[src/rtl/idma_2d_burst_splitter_pkg.sv]
// Shared types for the 2D burst splitter: FSM state and default request layouts.
package idma_2d_burst_splitter_pkg;

    typedef enum logic [0:0] {IDLE, ISSUE} state_e;

    localparam int unsigned DefAddrWidth = 64;

    typedef struct packed {
        logic [DefAddrWidth-1:0] length;
        logic [DefAddrWidth-1:0] src_addr;
        logic [DefAddrWidth-1:0] dst_addr;
        logic [7:0]              opt;
    } def_burst_req_t;

    typedef struct packed {
        logic [DefAddrWidth-1:0] reps;
        logic [DefAddrWidth-1:0] src_strides;
        logic [DefAddrWidth-1:0] dst_strides;
    } def_d_req_t;

    typedef struct packed {
        def_burst_req_t   burst_req;
        def_d_req_t [0:0] d_req;
    } def_nd_req_t;

endpackage

[src/rtl/idma_2d_burst_splitter_fifo.sv]
// Minimal fifo_v3-compatible FIFO (no fall-through); flush clears it synchronously.
module fifo_v3 #(
    parameter int unsigned DATA_WIDTH = 1,
    parameter int unsigned DEPTH      = 8
) (
    input  logic                  clk_i,
    input  logic                  rst_ni,
    input  logic                  flush_i,
    output logic                  full_o,
    output logic                  empty_o,
    input  logic [DATA_WIDTH-1:0] data_i,
    input  logic                  push_i,
    output logic [DATA_WIDTH-1:0] data_o,
    input  logic                  pop_i
);
    localparam int unsigned PtrW = (DEPTH > 1) ? $clog2(DEPTH) : 1;
    localparam logic [PtrW:0] FullCnt = (PtrW+1)'(DEPTH);

    logic [DATA_WIDTH-1:0] mem_q [DEPTH];
    logic [PtrW-1:0]       rd_ptr_q, wr_ptr_q;
    logic [PtrW:0]         cnt_q;
    logic                  push_ok, pop_ok;

    assign full_o  = (cnt_q == FullCnt);
    assign empty_o = (cnt_q == '0);
    assign push_ok = push_i && !full_o;
    assign pop_ok  = pop_i && !empty_o;
    assign data_o  = mem_q[rd_ptr_q];

    always_ff @(posedge clk_i or negedge rst_ni) begin
        if (!rst_ni) begin
            rd_ptr_q <= '0;
            wr_ptr_q <= '0;
            cnt_q    <= '0;
        end else if (flush_i) begin
            rd_ptr_q <= '0;
            wr_ptr_q <= '0;
            cnt_q    <= '0;
        end else begin
            if (push_ok) wr_ptr_q <= wr_ptr_q + 1'b1;
            if (pop_ok)  rd_ptr_q <= rd_ptr_q + 1'b1;
            case ({push_ok, pop_ok})
                2'b10:   cnt_q <= cnt_q + 1'b1;
                2'b01:   cnt_q <= cnt_q - 1'b1;
                default: cnt_q <= cnt_q;
            endcase
        end
    end

    // Storage carries no reset; only pointers define validity.
    always_ff @(posedge clk_i) begin
        if (push_ok && !flush_i) mem_q[wr_ptr_q] <= data_i;
    end

endmodule

[src/rtl/idma_2d_burst_splitter.sv]
// Splits a 2D DMA job into strided 1D bursts and signals completion of each job's last burst.
module idma_2d_burst_splitter
    import idma_2d_burst_splitter_pkg::*;
#(
    parameter int unsigned AddrWidth      = 64,
    parameter int unsigned NumOutstanding = 8,
    parameter type         burst_req_t    = def_burst_req_t,
    parameter type         idma_nd_req_t  = def_nd_req_t
) (
    input  logic         clk_i,
    input  logic         rst_i,
    input  idma_nd_req_t nd_req_i,
    input  logic         nd_valid_i,
    output logic         nd_ready_o,
    output burst_req_t   burst_req_o,
    output logic         burst_valid_o,
    input  logic         burst_ready_i,
    input  logic         burst_rsp_valid_i,
    input  logic         backend_idle_i,
    output logic         trans_complete_o,
    output logic         idle_o
);
    state_e                 state_q;
    burst_req_t             burst_q;
    logic [AddrWidth-1:0]   src_stride_q, dst_stride_q, remaining_q;
    logic                   burst_hs, is_last;
    logic                   fifo_full, fifo_empty, fifo_head, fifo_pop;

    assign nd_ready_o    = (state_q == IDLE) && !rst_i;
    assign burst_valid_o = (state_q == ISSUE) && !fifo_full && !rst_i;
    assign burst_req_o   = burst_q;
    assign burst_hs      = burst_valid_o && burst_ready_i;
    assign is_last       = (remaining_q == AddrWidth'(1));

    // Responses arriving with nothing outstanding are dropped and raise no pulse.
    assign fifo_pop         = burst_rsp_valid_i && !rst_i;
    assign trans_complete_o = fifo_pop && !fifo_empty && fifo_head;
    assign idle_o           = (state_q == IDLE) && fifo_empty && backend_idle_i;

    always_ff @(posedge clk_i) begin
        if (rst_i) begin
            state_q      <= IDLE;
            burst_q      <= '0;
            src_stride_q <= '0;
            dst_stride_q <= '0;
            remaining_q  <= '0;
        end else begin
            case (state_q)
                IDLE: begin
                    if (nd_valid_i) begin
                        burst_q      <= nd_req_i.burst_req;
                        src_stride_q <= nd_req_i.d_req[0].src_strides;
                        dst_stride_q <= nd_req_i.d_req[0].dst_strides;
                        remaining_q  <= (nd_req_i.d_req[0].reps == '0) ? AddrWidth'(1)
                                                                         : nd_req_i.d_req[0].reps;
                        state_q      <= ISSUE;
                    end
                end
                ISSUE: begin
                    if (burst_hs) begin
                        burst_q.src_addr <= burst_q.src_addr + src_stride_q;
                        burst_q.dst_addr <= burst_q.dst_addr + dst_stride_q;
                        remaining_q      <= remaining_q - AddrWidth'(1);
                        if (is_last) state_q <= IDLE;
                    end
                end
                default: state_q <= IDLE;
            endcase
        end
    end

    fifo_v3 #(
        .DATA_WIDTH (1),
        .DEPTH      (NumOutstanding)
    ) i_flag_fifo (
        .clk_i   (clk_i),
        .rst_ni  (1'b1),
        .flush_i (rst_i),
        .full_o  (fifo_full),
        .empty_o (fifo_empty),
        .data_i  (is_last),
        .push_i  (burst_hs),
        .data_o  (fifo_head),
        .pop_i   (fifo_pop)
    );

    a_burst_stable : assert property (@(posedge clk_i) disable iff (rst_i)
        burst_valid_o && !burst_ready_i |=> burst_valid_o && $stable(burst_req_o));

    a_rsp_underflow : assert property (@(posedge clk_i) disable iff (rst_i)
        burst_rsp_valid_i |-> !fifo_empty);

endmodule

[config.mk]
export PLATFORM = sky130hd
export DESIGN_NAME = idma_2d_burst_splitter
export DESIGN_NICKNAME = d
export VERILOG_FILES = /design/src/rtl/idma_2d_burst_splitter_pkg.sv /design/src/rtl/idma_2d_burst_splitter_fifo.sv /design/src/rtl/idma_2d_burst_splitter.sv
export SDC_FILE = /design/constraint.sdc
export NUM_CORES = 1
export LEC_CHECK = 0
export BUFFER_PORTS_ARGS = -buffer_cell sky130_fd_sc_hd__buf_4
export CAP_MARGIN = 20
export CORE_MARGIN = 1
export CORE_UTILIZATION = 45
export CTS_CLUSTER_DIAMETER = 120
export DETAILED_ROUTE_END_ITERATION = 10
export PLACE_DENSITY = 0.67
export SLEW_MARGIN = 20
export SYNTH_ARGS = -nofsm -noshare
export SYNTH_HDL_FRONTEND = slang
export SYNTH_SLANG_ARGS = --single-unit
[constraint.sdc]
create_clock -name clk_i -period 4.8 [get_ports clk_i]
set_input_delay 1.44 -clock clk_i [delete_from_list [all_inputs] [get_ports clk_i]]
set_output_delay 1.44 -clock clk_i [all_outputs]
set_load 0.05 [all_outputs]
==> results of run 1 <==
-- report_power, final --
group          switching [mW]  internal (mW)  total, mW
logic                    1.51          0.880       2.39
registers               0.218           3.67       3.89
clock network            1.52           2.24       3.75
-- synth_stat cells, types with 14 or more instances --
| cell type | instances |
|---|---|
| nand2_1 | 674 |
| and3_1 | 17 |
| a22oi_1 | 122 |
| buf_1 | 17 |
| nor4_1 | 34 |
| o22ai_1 | 65 |
| a211oi_1 | 38 |
| o31ai_1 | 16 |
| nand4_1 | 62 |
| o21a_1 | 19 |
| a31oi_1 | 17 |
| ha_1 | 133 |
| xor2_1 | 46 |
| a21o_1 | 61 |
| o211ai_1 | 14 |
| dfxtp_1 | 406 |
| inv_1 | 58 |
| or4_1 | 19 |
| nand3_1 | 62 |
| or3_1 | 35 |
| o21bai_1 | 35 |
| clkbuf_1 | 208 |
| nor2_1 | 182 |
| xnor2_1 | 63 |
| o21ai_0 | 124 |
| a21oi_1 | 512 |
| nor3_1 | 45 |
-- layer usage --
metal | track usage, % | vias up
met2 | 48.50 | 972
met4 | 9.586 | 0
li1 | - | 12850
met5 | 0 | -
met1 | 41.81 | 12280
met3 | 5.606 | 136
-- stage by stage --
| stage | hold slack, ps | std cells |
|---|---|---|
| after floorplan | 432.3 | 3294 |
| after global placement | 443.1 | 4395 |
| after detailed placement | 446.9 | 4395 |
| after CTS | 455.0 | 4481 |
| after global routing | 467.6 | 4485 |
| final | 453.4 | 4488 |
-- layout make-up --
type / count / area (um2)
multi-input cells: 2595 / 15210
repair buffers: 631 / 4820
well taps: 696 / 870.8
fillers: 5214 / 22810
flip-flops and latches: 414 / 8372
clock inverters: 23 / 247.7
inverters: 59 / 222.7
diodes: 7 / 17.52
clock buffers: 63 / 1349
-- logic make-up after synthesis --
group                    Yosys count  share of synthesized area, %
adder cells (fa/ha/maj)          136                         7.003
multiplexers                      13                        0.6505
AND/OR/NAND/NOR                 1210                         22.09
XOR/XNOR                         109                         3.878
flip-flops                       414                         33.99
buffers and inverters            285                         4.350
AO/OA/AOI/OAI                   1127                         28.04
-- worst paths after layout --
kind | cells past startpoint | startpoint | end | slack, ps
worst max-delay path | 4 | rst_i | burst_valid_o | 1100
worst min-delay path | 2 | burst_req_o[170]$_SDFFE_PP0P_ | burst_req_o[170]$_SDFFE_PP0P_ | 450
worst max register to register | 11 | burst_req_o[8]$_SDFFE_PP0P_ | burst_req_o[66]$_SDFFE_PP0P_ | 1140
worst min register to register | 2 | burst_req_o[170]$_SDFFE_PP0P_ | burst_req_o[170]$_SDFFE_PP0P_ | 450
-- flip-flops by register name, summed over array words and instances (netlist names), named ones only --
signal                count
src_stride_q             64
i_flag_fifo.wr_ptr_q      3
i_flag_fifo.mem_q         8
i_flag_fifo.cnt_q         4
state_q                   1
i_flag_fifo.rd_ptr_q      3
burst_req_o             200
dst_stride_q             64
remaining_q              64
-- worst min-delay path, stage by stage, from the launching register on --
cell     delay (ps)
dfxtp_1         310
nand2_1          50
a21oi_1          50
==> flow_metrics.tcl, run 1 <==
set metrics [dict create \
    fin_crit_ps 3695 \
    mostFrequentLayoutCells "nand2_1, buf_4, a21oi_1" \
    final-setup-viol-count 0 \
    setup_slack_ps 1105 \
    maxCapViolations 0 \
    dieArea_mm2 0.05565 \
    ys_async_sr_fraction_pct 0 \
    clk_pin_slew_ps 60 \
    grt_max_degree 106 \
    fin_nets 4282 \
    crit_fanout 42 \
    drc 0 \
    ioPinCount 602 \
    cts_tree "done" \
    drt_pass1_iterations 5 \
    setup.worst_path.start_class "input port" \
    htreeDepth 2 \
    coreArea_mm2 0.05392 \
    die_w_um 235.9 \
    synth_edf_count 8 \
    cts_root_buffer "clkbuf_16" \
    crit_slowest_cell "buf_4" \
    drt_iter0_markers 2342 \
    synth_top_area_cell "dfxtp_1" \
    status "finished, final reports clean" \
    dr_wl_met3_um 6504 \
    layout_commonest_cell "nand2_1" \
    timing.critical_path.max_delay_family "buffers and inverters" \
    worst-endpoint-arrival_ps 2260 \
    crit_chain "buf_8 > nand2b_1 > a21oi_2 > buf_4" \
    dpl-instance-area_mm2 0.02950 \
    postLayoutCellArea_mm2 0.03111 \
    drv_slew 0 \
    drt-wirelength-per-cell_um 19.79 \
    slowest_delay_ps 230 \
    track_usage_pct 30.56 \
    synth_top_area_share_pct 33.01 \
    io_buffers 601 \
    hold_class "reg -> reg" \
    critPathKind "in -> out" \
    antenna_found_initial 5 \
    worst_slew_pin_slew_ps 920.8 \
    power.total_mw 10.03 \
    synth_cells 3294 \
    rows 85 \
    route.final.wire_length_um 88830 \
    ys.flop_type "dfxtp_1" \
    fin_tns_setup_ps 0 \
    clk_latency_ps 590 \
    synth_area_leaders "dfxtp_1, a21oi_1, nand2_1" \
    critical_path_buf_inv_count 2 \
    synth_fp_nets 3828 \
    fin_skew_ps 21.26 \
    ys_types 80 \
    avgSynthCellArea_um2 7.474 \
    dp_slack_ps 1081 \
    crit_required_ps 3360 \
    hold_violations 0 \
    end_kind "primary output" \
    relSlewSlack_pct 38.61 \
    wl_met1_um 39360 \
    p_leak_nw 13.16 \
    ys_ff_latch 414 \
    numCtsBuffers 47 \
    postCtsSetupRepairBufs 0 \
    routed_via_density 5.846 \
    cts_hold_buf 0 \
    die_y_um 235.9 \
    rsz0062_at_grt "false" \
    drive_gt1_share_pct 19.87 \
    dpl.hpwl_um 66430 \
    start_util_pct 45.66 \
    clock_tree.buffer_depth 3 \
    synth-seq-area-share_pct 33.99 \
    synthToLayoutAreaGrowth_pct 26.37 \
    postCtsResizedCells 0 \
    yosysWarnings 0 \
    fin_util_pct 57.70 \
    ant_nets 0 \
    max_freq_mhz 270.6 \
    synth.cell_area_mm2 0.02462 \
    ir_drop_mv 0.2687 \
    overflow 0 \
    numClockSinks 414 \
    grt_pass1_wl_um 137500 \
    pwr_density_cell_mw_per_mm2 322.4 \
    fin_crit_sh_pct 76.99 \
    grt_pass1_vias 24530 \
    gp_congestion 0.9879 \
    routed.top_layer "met4" \
    vias 26240 \
    wl_met2_um 40470 \
]
Power figures use the tool's default switching activity.
==> run 2, diff against run 1 <==
--- a/config.mk
+++ b/config.mk
@@ -5,13 +5,14 @@
 export SDC_FILE = /design/constraint.sdc
 export NUM_CORES = 1
 export LEC_CHECK = 0
+export ABC_AREA = 1
 export BUFFER_PORTS_ARGS = -buffer_cell sky130_fd_sc_hd__buf_4
 export CAP_MARGIN = 20
 export CORE_MARGIN = 1
 export CORE_UTILIZATION = 45
 export CTS_CLUSTER_DIAMETER = 120
 export DETAILED_ROUTE_END_ITERATION = 10
-export PLACE_DENSITY = 0.67
+export PLACE_DENSITY = 0.68
 export SLEW_MARGIN = 20
 export SYNTH_ARGS = -nofsm -noshare
 export SYNTH_HDL_FRONTEND = slang
==> constraint.sdc (replaced) <==
create_clock -name clk_i -period 3.35 [get_ports clk_i]
set_input_delay 1.005 -clock clk_i [delete_from_list [all_inputs] [get_ports clk_i]]
set_output_delay 1.005 -clock clk_i [all_outputs]
set_load 0.05 [all_outputs]
==> run 2 against run 1 <==
Effect of this change: combinational power up 68%; area after synthesis up 19%; sequential share of layout area down 3.8 points; die area up 19%; total power up 52%; sequential power up 46%.
==> flow_metrics.tcl, run 2 <==
set metrics [dict create \
    hold_class "reg -> reg" \
    drv_slew 0 \
    cts_tree "done" \
    fin_skew_ps 13.85 \
    critPathKind "reg -> out" \
    ys.flop_type "dfxtp_1" \
    largest_register_ffs 200 \
    track_usage_pct 32.15 \
    grt_pass1_vias 30490 \
    overflow 0 \
    rows 93 \
    crit_chain "nor2_1 > nand3_1 > nand2_1 > nor2_1 > o211a_1 > buf_4" \
    layout_commonest_cell "nand2_1" \
    numClockSinks 414 \
    fin_crit_ps 3063 \
    avgSynthCellArea_um2 5.853 \
    whs_path_depth 2 \
    worst_path_most_repeated_cell "nor2_1" \
    route.final.wire_length_um 109900 \
    yosysWarnings 0 \
    crit_slowest_cell "dfxtp_1" \
    grt_max_degree 201 \
    fin_crit_sh_pct 91.45 \
    drt-wirelength-per-cell_um 17.12 \
    pwr-share-seq_pct 37.1 \
    status "finished, final reports clean" \
    combPwrFrac_pct 26.3 \
    r2r_slack_ps 600 \
    synth-seq-area-share_pct 28.57 \
    synth-adder-area-share_pct 5.887 \
    fin_tns_setup_ps 0 \
    synthXorXnorAreaFrac_pct 1.764 \
    maxCapViolations 0 \
    synth_compound_area_share_pct 15.01 \
    dpl.hpwl_um 84530 \
    cts_hold_buf 0 \
    synth.cell_area_mm2 0.02929 \
    clk_pin_slew_ps 60 \
    ioPinCount 602 \
    postCtsSetupRepairBufs 0 \
    ys_types 51 \
    drt_pass1_iterations 8 \
    fin_nets 6048 \
    synth_area_leaders "dfxtp_1, nand2_1, inv_1" \
    ant_nets 0 \
    clkPwrFrac_pct 36.6 \
    synth_cells 5004 \
    worst_slew_pin_slew_ps 1129 \
    hold_violations 0 \
    crit_required_ps 2340 \
    ys_ff_latch 414 \
    pwr_density_cell_mw_per_mm2 422.8 \
    synth_fp_nets 5538 \
    vias 33020 \
    r2r-end "burst_req_o[132]$_SDFFE_PP0P_" \
    postCtsResizedCells 0 \
    synth_top_family_by_area "simple AND/OR/NAND/NOR gates" \
    synthSimpleGateAreaFrac_pct 36.29 \
    r2r-start "burst_req_o[72]$_SDFFE_PP0P_" \
    slowest_delay_ps 340 \
    p_leak_nw 19.33 \
    p_sw_mw 5.231 \
    cts_root_buffer "clkbuf_16" \
    ys_async_sr_fraction_pct 0 \
    synth_edf_count 8 \
    io_buffers 601 \
    max_freq_mhz 326.4 \
    mostFrequentLayoutCells "nand2_1, inv_1, nor2_1" \
    drt_iter0_markers 3032 \
    p_int_mw 10.06 \
    switching_share_pct 34.20 \
    synthToLayoutAreaGrowth_pct 23.50 \
    ir_drop_mv 0.4075 \
    drc 0 \
    coreArea_mm2 0.06435 \
    holdCritStartpoint "i_flag_fifo.wr_ptr_q[0]$_SDFFE_PP0P_" \
    crit_fanout 5 \
    worstRegToRegCells 14 \
    die_y_um 257.1 \
    drive_gt1_share_pct 13.33 \
    synth_top_area_share_pct 27.75 \
    clk_latency_ps 610 \
    grt_pass1_wl_um 169500 \
    final-setup-viol-count 0 \
    synthMuxAreaShare_pct 0 \
    synth_top_area_cell "dfxtp_1" \
    routed_via_density 5.143 \
    dp_slack_ps 302.0 \
    ys_top_cells_by_count "nand2_1, inv_1, nor2_1" \
    htreeDepth 2 \
    antenna_found_initial 17 \
    setup.worst_path.start_class "register" \
    end_kind "primary output" \
    die_w_um 257.1 \
    synth_most_common_cell "nand2_1" \
    dieArea_mm2 0.06611 \
    rsz0062_at_grt "false" \
    clock_tree.buffer_depth 3 \
    relSlewSlack_pct 24.75 \
    critPathLaunch "i_flag_fifo.cnt_q[1]$_SDFFE_PP0P_" \
    worst-endpoint-arrival_ps 2060 \
    setup_slack_ps 286.5 \
    gp_congestion 1.010 \
    start_util_pct 45.52 \
    hold_end "i_flag_fifo.wr_ptr_q[0]$_SDFFE_PP0P_" \
    numCtsBuffers 48 \
]
-- run 2: changes by cell type after synthesis, sizes merged, moves of 81 or more --
cell	change
a21oi	-230
a22o	+81
a22oi	-121
clkbuf	-89
inv	+737
nand2	+848
nand3	+147
nor2	+610
o21ai	+199
-- run 2: how the worst max path moves through the flow --
stage / end / slack (ps)
2_1_floorplan: i_flag_fifo.cnt_q[3]$_SDFFE_PP0P_ / 60
3_3_place_gp: i_flag_fifo.cnt_q[3]$_SDFFE_PP0P_ / 300
3_5_place_dp: i_flag_fifo.cnt_q[3]$_SDFFE_PP0P_ / 300
4_1_cts: trans_complete_o / 220
5_1_grt: trans_complete_o / 210
6_report: trans_complete_o / 290
-- run 2: worst max-delay path: cells and delay by family, from the launching register on --
family          cells  cell delay, ps
compound gates      1             150
buf+inv             1             190
flops               1             340
simple gates        4             770
-- run 2: power by group through the flow --
stage                     registers (mW)  logic [mW]  clock network [mW]
after CTS                           5.66        3.99                5.69
after floorplan                     6.26        2.03                   0
after global placement              5.76        3.95                   0
after detailed placement            5.76        3.97                   0
after global routing                5.71        4.40                5.90
final                               5.68        4.02                5.60
-- run 2: final cells by class --
class,count,area [um2]
multi-input combinational,3632,17270
fill,6738,28170
sequential,414,8372
clock inverter,10,180.2
clock buffer,76,1480
antenna,14,35.03
inverter,798,3012
tap,855,1070
timing repair buffer,620,4755
-- run 2: metrics by stage --
stage                     cells  power (mW)  area, um2  hold slack [ps]  util (%)
final                      6419       15.29      36170            492.2     56.22
after global routing       6419       16.01      36170            508.0     56.22
after CTS                  6405       15.35      36140            489.6     56.16
after detailed placement   6319       9.734      34480            480.8     53.58
after global placement     6319       9.709      34480            476.7     53.58
after floorplan            5004       8.290      29290            462.7         -
-- run 2: per-layer routing --
| metal | routed length (um) | up-vias | global-route usage, % |
|---|---|---|---|
| met1 | 48290 | 14870 | 42.53 |
| met4 | 4804 | 6 | 15.18 |
| met5 | 41 | - | 0 |
| met3 | 7833 | 214 | 4.945 |
| li1 | - | 16710 | - |
| met2 | 48930 | 1220 | 51.09 |
-- run 2: kinds of logic (layout without fill, tap and decap cells) --
kind of cell	Yosys count	after routing
simple gates	2656	2656
buf+inv	958	1504
compound gates	781	781
flops	414	414
fa+ha+maj	136	136
xor+xnor	59	59
other cells	0	14
